File: config.mk
export PLATFORM = sky130hd
export DESIGN_NAME = avalon_sample_master
export DESIGN_NICKNAME = d
export VERILOG_FILES = /design/src/rtl/avalon_sample_master_pkg.sv /design/src/rtl/avalon_sample_master_fifo.sv /design/src/rtl/avalon_sample_master.sv
export SDC_FILE = /design/constraint.sdc
export NUM_CORES = 1
export LEC_CHECK = 0
export BUFFER_PORTS_ARGS = -buffer_cell sky130_fd_sc_hd__buf_2
export CAP_MARGIN = 5
export CORE_MARGIN = 1
export CORE_UTILIZATION = 57
export DETAILED_ROUTE_END_ITERATION = 7
export PLACE_DENSITY = 0.79
export SLEW_MARGIN = 10
export SYNTH_ARGS = -nofsm -noshare
export SYNTH_HDL_FRONTEND = slang
export SYNTH_HIERARCHICAL = 1
export SYNTH_SLANG_ARGS = --single-unit
File: constraint.sdc
create_clock -name clk -period 4.1 [get_ports clk]
set_input_delay 0.615 -clock clk [delete_from_list [all_inputs] [get_ports clk]]
set_output_delay 0.615 -clock clk [all_outputs]
set_load 0.005 [all_outputs]
File: src/rtl/avalon_sample_master_pkg.sv
// Shared types and constants for the Avalon sample master: FSM encoding,
// bus widths, default frame/FIFO sizes and the frame-length clamp.
package avalon_sample_master_pkg;

  localparam int DATA_W         = 16;
  localparam int ADDR_W         = 16;
  localparam int LEN_W          = 9;
  localparam int FRAME_MAX_DEF  = 256;
  localparam int FIFO_DEPTH_DEF = 4;

  typedef enum logic [1:0] {
    ST_IDLE  = 2'd0,
    ST_WRITE = 2'd1,
    ST_READ  = 2'd2,
    ST_DONE  = 2'd3
  } state_t;

  function automatic logic [LEN_W-1:0] clamp_len(input logic [LEN_W-1:0] len,
                                                 input int unsigned max_len);
    return (32'(len) > max_len) ? LEN_W'(max_len) : len;
  endfunction

endpackage

File: src/rtl/avalon_sample_master_fifo.sv
// Synchronous readback skid FIFO with occupancy count; a pop on an empty FIFO
// is ignored and a push on a full FIFO is accepted only alongside a pop.
module sample_fifo #(
  parameter int DEPTH = 4,
  parameter int W     = 16
) (
  input  logic                     clk,
  input  logic                     reset_n,
  input  logic                     push,
  input  logic [W-1:0]             push_data,
  input  logic                     pop,
  output logic [W-1:0]             head,
  output logic [$clog2(DEPTH):0]   count,
  output logic                     empty
);

  localparam int AW = (DEPTH > 1) ? $clog2(DEPTH) : 1;
  localparam int CW = $clog2(DEPTH) + 1;

  logic [W-1:0]  mem [DEPTH];
  logic [AW-1:0] wr_ptr, rd_ptr;
  logic          full, do_push, do_pop;

  assign empty   = (count == '0);
  assign full    = (count == CW'(DEPTH));
  assign do_pop  = pop && !empty;
  assign do_push = push && (!full || do_pop);
  assign head    = mem[rd_ptr];

  always_ff @(posedge clk) begin
    if (!reset_n) begin
      wr_ptr <= '0;
      rd_ptr <= '0;
      count  <= '0;
    end else begin
      if (do_push) wr_ptr <= wr_ptr + AW'(1);
      if (do_pop)  rd_ptr <= rd_ptr + AW'(1);
      unique case ({do_push, do_pop})
        2'b10:   count <= count + CW'(1);
        2'b01:   count <= count - CW'(1);
        default: ;
      endcase
    end
  end

  // Storage carries no reset; occupancy alone defines validity.
  always_ff @(posedge clk) begin
    if (do_push) mem[wr_ptr] <= push_data;
  end

endmodule

File: src/rtl/avalon_sample_master.sv
// Streams a frame of samples to Avalon-MM memory, then reads it back through
// a credit-limited skid FIFO onto the output stream.
// Streams use valid/ready: a transfer happens on a rising edge where both are high.
module avalon_sample_master
  import avalon_sample_master_pkg::*;
#(
  parameter int FRAME_MAX  = FRAME_MAX_DEF,
  parameter int FIFO_DEPTH = FIFO_DEPTH_DEF
) (
  input  logic                     clk,
  input  logic                     reset_n,
  input  logic                     start,
  input  logic [ADDR_W-1:0]        base_addr,
  input  logic [LEN_W-1:0]         frame_len,
  input  logic signed [DATA_W-1:0] in_data,
  input  logic                     in_valid,
  output logic                     in_ready,
  output logic signed [DATA_W-1:0] out_data,
  output logic                     out_valid,
  input  logic                     out_ready,
  output logic                     busy,
  output logic                     done,
  output logic [ADDR_W-1:0]        ddr_addr,
  output logic                     ddr_read,
  output logic                     ddr_write,
  output logic signed [DATA_W-1:0] ddr_writedata,
  input  logic signed [DATA_W-1:0] ddr_readdata,
  input  logic                     ddr_readdatavalid,
  input  logic                     ddr_waitrequest,
  output state_t                   state_dbg
);

  localparam int CW = $clog2(FIFO_DEPTH) + 1;

  state_t            state, state_nx;
  logic [ADDR_W-1:0] base;
  logic [LEN_W-1:0]  len, wcnt, rcnt, pcnt, start_len;
  logic [CW-1:0]     outstanding, fifo_count;
  logic [DATA_W-1:0] fifo_head;
  logic              fifo_empty, credit_ok;
  logic              wr_done, rd_acc, push, pop;

  assign start_len = clamp_len(frame_len, FRAME_MAX);
  assign wr_done   = ddr_write && !ddr_waitrequest;
  assign rd_acc    = ddr_read && !ddr_waitrequest;
  assign push      = ddr_readdatavalid && (state == ST_READ);
  assign pop       = out_valid && out_ready;
  // Reads in flight plus buffered words never exceed the FIFO depth.
  assign credit_ok = ((CW+1)'(outstanding) + (CW+1)'(fifo_count)) < (CW+1)'(FIFO_DEPTH);
  assign state_dbg = state;

  sample_fifo #(.DEPTH(FIFO_DEPTH), .W(DATA_W)) u_fifo (
    .clk       (clk),
    .reset_n   (reset_n),
    .push      (push),
    .push_data (ddr_readdata),
    .pop       (pop),
    .head      (fifo_head),
    .count     (fifo_count),
    .empty     (fifo_empty)
  );

  always_ff @(posedge clk) begin
    if (!reset_n) state <= ST_IDLE;
    else          state <= state_nx;
  end

  always_comb begin
    state_nx = state;
    unique case (state)
      ST_IDLE:  if (start) state_nx = (start_len == '0) ? ST_DONE : ST_WRITE;
      ST_WRITE: if (wr_done && (wcnt == len - LEN_W'(1))) state_nx = ST_READ;
      ST_READ:  if (pop && (pcnt == len - LEN_W'(1))) state_nx = ST_DONE;
      ST_DONE:  state_nx = ST_IDLE;
      default:  state_nx = ST_IDLE;
    endcase
  end

  // Outputs are forced low while reset is held, before the state register clears.
  always_comb begin
    ddr_addr      = '0;
    ddr_read      = 1'b0;
    ddr_write     = 1'b0;
    ddr_writedata = '0;
    in_ready      = 1'b0;
    busy          = 1'b0;
    done          = 1'b0;
    if (reset_n) begin
      unique case (state)
        ST_WRITE: begin
          busy          = 1'b1;
          ddr_write     = in_valid;
          ddr_writedata = in_data;
          ddr_addr      = base + ADDR_W'(wcnt);
          in_ready      = !ddr_waitrequest;
        end
        ST_READ: begin
          busy     = 1'b1;
          ddr_read = (rcnt < len) && credit_ok;
          ddr_addr = base + ADDR_W'(rcnt);
        end
        ST_DONE: done = 1'b1;
        default: ;
      endcase
    end
  end

  assign out_valid = reset_n && !fifo_empty;
  assign out_data  = out_valid ? fifo_head : '0;

  always_ff @(posedge clk) begin
    if (!reset_n) begin
      base        <= '0;
      len         <= '0;
      wcnt        <= '0;
      rcnt        <= '0;
      pcnt        <= '0;
      outstanding <= '0;
    end else begin
      unique case (state)
        ST_IDLE: if (start) begin
          base        <= base_addr;
          len         <= start_len;
          wcnt        <= '0;
          rcnt        <= '0;
          pcnt        <= '0;
          outstanding <= '0;
        end
        ST_WRITE: if (wr_done) wcnt <= wcnt + LEN_W'(1);
        ST_READ: begin
          if (rd_acc) rcnt <= rcnt + LEN_W'(1);
          if (pop)    pcnt <= pcnt + LEN_W'(1);
          unique case ({rd_acc, push})
            2'b10:   outstanding <= outstanding + CW'(1);
            2'b01:   outstanding <= outstanding - CW'(1);
            default: ;
          endcase
        end
        default: ;
      endcase
    end
  end

endmodule

==> out/metrics.cfg <==
[route]
vias = 5483
drtPass1Iterations = 8
wl_per_cell_um = 16.7
post_detailed_route_via_to_cell_ratio = 5.86
drt-initial-drc-count = 443
ant_nets = 0
drcViolationCount = 8
postRouteWirelength_um = 15700

[clocking]
cts.clk_slew.worst_paths_ps = 60
clock_tree.root_cell = sky130_fd_sc_hd__clkbuf_16
cts_tree = yes
clock_tree.buffer_depth = 2
tritoncts_num_sinks = 130
cts_htree_levels = 4
postCtsSetupBuffers = 0
cts_buffers = 17
clk_latency_ps = 420

[timing]
layout_setup_ws_ps = 191
hold_violation_count_in_the_final_report = 0
setup-violations-final = 0
min_period_over_period = 0.953
period_minus_slack_ps = 3910
clock-skew-final_ps = 8.47
max-slew-margin-rel = 0.248
totalNegativeSetupSlack_ps = 0
slew_violations = 0
fmax_ghz = 0.256
worst_pin_slew_ps = 1120

[critical_path]
cp_data_required_time_ps = 3480
r2r_end = outstanding[2]$_SDFFE_PN0P_
reg2regPathDepth = 13
crit_fanout = 8
startpoint_of_the_lowest_slack_register_to_register_path = state_dbg[0]$_SDFFE_PN0P_
arrival_ps = 3290
cp-start-kind = flop
critical_path_capture_point_type = output pin
r2r_setup_slack_ps = 1050
timing_worst_setup_path_type = flop to output pin

[floorplanning]
die_area_mm2 = 0.0125
chipHeight_um = 112
core-area_mm2 = 0.0116
pin_count = 120
number_of_cell_rows = 39
die_w_um = 112
initial_core_utilization = 0.594

[pwr]
power-per-cell-area_mw_per_mm2 = 432
worst_vdd_rail_ir_drop_uv = 374
leakage_uw = 0.00331

[global_route]
grt_start_max_net_pins = 30
grt_first_pass_wirelength_um = 25500
groute.usage.overall = 0.260
antenna_found_initial = 0
number_of_global_route_vias_before_repair = 5450
globalRoute.totalOverflow = 0

[synth]
synthesis.area_mm2 = 0.00687
postSynth.topFlopCell = sky130_fd_sc_hd__dfxtp_1
post_synth_fa_ha_maj_area_fraction = 0.0689
synth.area.mux_share = 0.0762
synthesis.yosys.warnings = 6
number_of_synthesized_flops_with_an_enable_pin = 64
synth-compound-area-share = 0.107
synth_simple_gate_area_share = 0.188
yosys.cell_types.count = 65
largest_family_of_logic_cells_by_synthesized_area = simple AND/OR/NAND/NOR gates
synth_sequential_area_ratio = 0.472
asyncSetResetFlopFracSynth = 0
number_of_cells_produced_by_synthesis = 661
syn-mean-instance-area_um2 = 10.4
syn_nets = 761
postSynthRegisterBits = 130
synthXorXnorAreaFrac = 0.0536

[cells_and_area]
fin_cells = 936
area.sequential_mm2 = 0.00324
multi_input_logic_area_mm2 = 0.00342
n_antenna_cell = 0
area.growth.synth_to_final_pct = 19.0
n_fill_cell = 857
drive_gt1_frac = 0.248
final_net_count = 880
postLayoutCoreUtil = 0.707

[hold_path]
timing.hold.worst_endpoint = u_fifo/mem[3][2]$_DFFE_PP_
holdCritStartpoint = ddr_readdata[2]
timing.hold.worst.class = input port to flop
hold_depth = 1

[flow_run]
maxCapViolCount = 0

[placement]
port_buffers = 119
preCtsSetupSlack_ps = 331
instance_count_after_placement_with_tap_cells_included = 904
weighted_congestion_at_the_end_of_routability_driven_global_placement = 0.908
place.detailed.hpwl_um = 10900

[outcome]
violations = DRC
outcome = finished with violations

==> synthesized netlist by cell type (all sizes together) (5+ instances only) <==
cell | number | share of area
nand2 | 69 | 0.038
buf | 7 | 0.0066
nor3 | 10 | 0.0080
clkbuf | 19 | 0.011
nand3 | 19 | 0.014
and3 | 24 | 0.022
xnor2 | 16 | 0.020
nand4 | 10 | 0.0091
mux4 | 16 | 0.052
or4 | 7 | 0.0082
edfxtp | 64 | 0.28
ha | 33 | 0.060
inv | 31 | 0.017
a21o | 5 | 0.0055
o21ai | 26 | 0.019
nor2 | 40 | 0.022
or3 | 10 | 0.0091
xor2 | 26 | 0.033
dfxtp | 66 | 0.19
and2 | 27 | 0.025
mux2 | 10 | 0.016
nor2b | 5 | 0.0046
nand2b | 6 | 0.0055
nor4 | 7 | 0.0095
a21oi | 50 | 0.036
a22o | 7 | 0.0089
mux2i | 5 | 0.0073
o31ai | 5 | 0.0055
==> timing repair <==
action                                 CTS  global route
resized for setup                        4             6
setup endpoints to repair                6             9
endpoints found under the hold margin    0             0
pin swaps                                1             1
cloned                                   0             0
hold buffers                             0             0
==> registers in the layout, indices dropped and copies added, names as in the netlist, named ones only <==
| name | flops |
|---|---|
| base | 16 |
| len | 9 |
| outstanding | 3 |
| pcnt | 9 |
| rcnt | 9 |
| state_dbg | 2 |
| u_fifo/count | 3 |
| u_fifo/mem | 64 |
| u_fifo/rd_ptr | 2 |
| u_fifo/wr_ptr | 2 |
| wcnt | 9 |
==> power by group <==
part	switching, uW	internal [uW]
logic	385	251
registers	55.8	1410
clock network	558	867
==> placed cells by master (no fill, tap or decap), drive strengths merged, types with 4 or more instances in the layout <==
cell / count
o21ai: 26
nor3: 10
a211oi: 4
clkinv: 7
and3: 24
nor2b: 5
nand2: 69
nor4: 7
and2: 27
inv: 32
xor2: 26
a22o: 7
ha: 33
nand3: 19
or4: 7
xnor2: 16
nor2: 40
or3: 10
edfxtp: 64
nand2b: 6
clkbuf: 21
mux2i: 5
buf: 126
mux4: 16
a21o: 5
o31ai: 5
nand4: 10
dfxtp: 66
mux2: 10
a21oi: 50
==> cell families after synthesis <==
logic type,after synthesis
fa+ha+maj,36
simple gates,245
compound gates,119
mux,31
buf+inv,58
flops,130
xor+xnor,42
==> through the flow <==
stage	instance area (um2)	power (uW)	hold WS, ps
2_1_floorplan	6870	1920	441
3_3_place_gp	7580	2090	455
3_5_place_dp	7580	2120	456
4_1_cts	8160	3540	394
5_1_grt	8170	3680	392
6_report	8170	3530	412
==> worst max-delay path: stages, from the launching register on <==
cell                       delay [ps]
sky130_fd_sc_hd__dfxtp_2          360
sky130_fd_sc_hd__inv_1             90
sky130_fd_sc_hd__ha_2             260
sky130_fd_sc_hd__mux2_2           250
sky130_fd_sc_hd__ha_1             160
sky130_fd_sc_hd__inv_1             60
sky130_fd_sc_hd__fa_1             390
sky130_fd_sc_hd__nor2b_2          150
sky130_fd_sc_hd__o21a_1           180
sky130_fd_sc_hd__o21ai_2          100
sky130_fd_sc_hd__a211oi_2         350
sky130_fd_sc_hd__o211ai_1         160
sky130_fd_sc_hd__xor2_1           160
sky130_fd_sc_hd__nor2_1            80
sky130_fd_sc_hd__buf_2            120
==> routing by layer <==
metal / wire, um / part of all wire / up-vias / global-route usage
li1: - / - / 2644 / -
met1: 6240 / 0.40 / 2566 / 0.292
met2: 8020 / 0.51 / 217 / 0.463
met3: 944 / 0.060 / 56 / 0.0599
met4: 451 / 0.029 / 0 / 0.132
met5: 0 / 0 / - / 0
==> worst max-delay path by stage <==
stage	end	depth (start not counted)	slack, ps	startpoint
3_3_place_gp	ddr_addr[14]	14	460	state_dbg[0]$_SDFFE_PN0P_
3_5_place_dp	ddr_addr[14]	14	330	state_dbg[0]$_SDFFE_PN0P_
4_1_cts	ddr_addr[14]	14	40	state_dbg[0]$_SDFFE_PN0P_
2_1_floorplan	ddr_addr[12]	13	410	state_dbg[0]$_SDFFE_PN0P_
6_report	ddr_addr[12]	14	190	state_dbg[0]$_SDFFE_PN0P_
5_1_grt	ddr_addr[12]	14	-6	state_dbg[0]$_SDFFE_PN0P_
==> area by class of cell <==
type,count,area share
timing repair buffer,126,0.0793
tap,143,0.0219
clock inverter,11,0.0130
clock buffer,21,0.0563
multi-input combinational,473,0.418
sequential,130,0.397
inverter,32,0.0147
No activity file was read; power rests on OpenSTA's default activity.
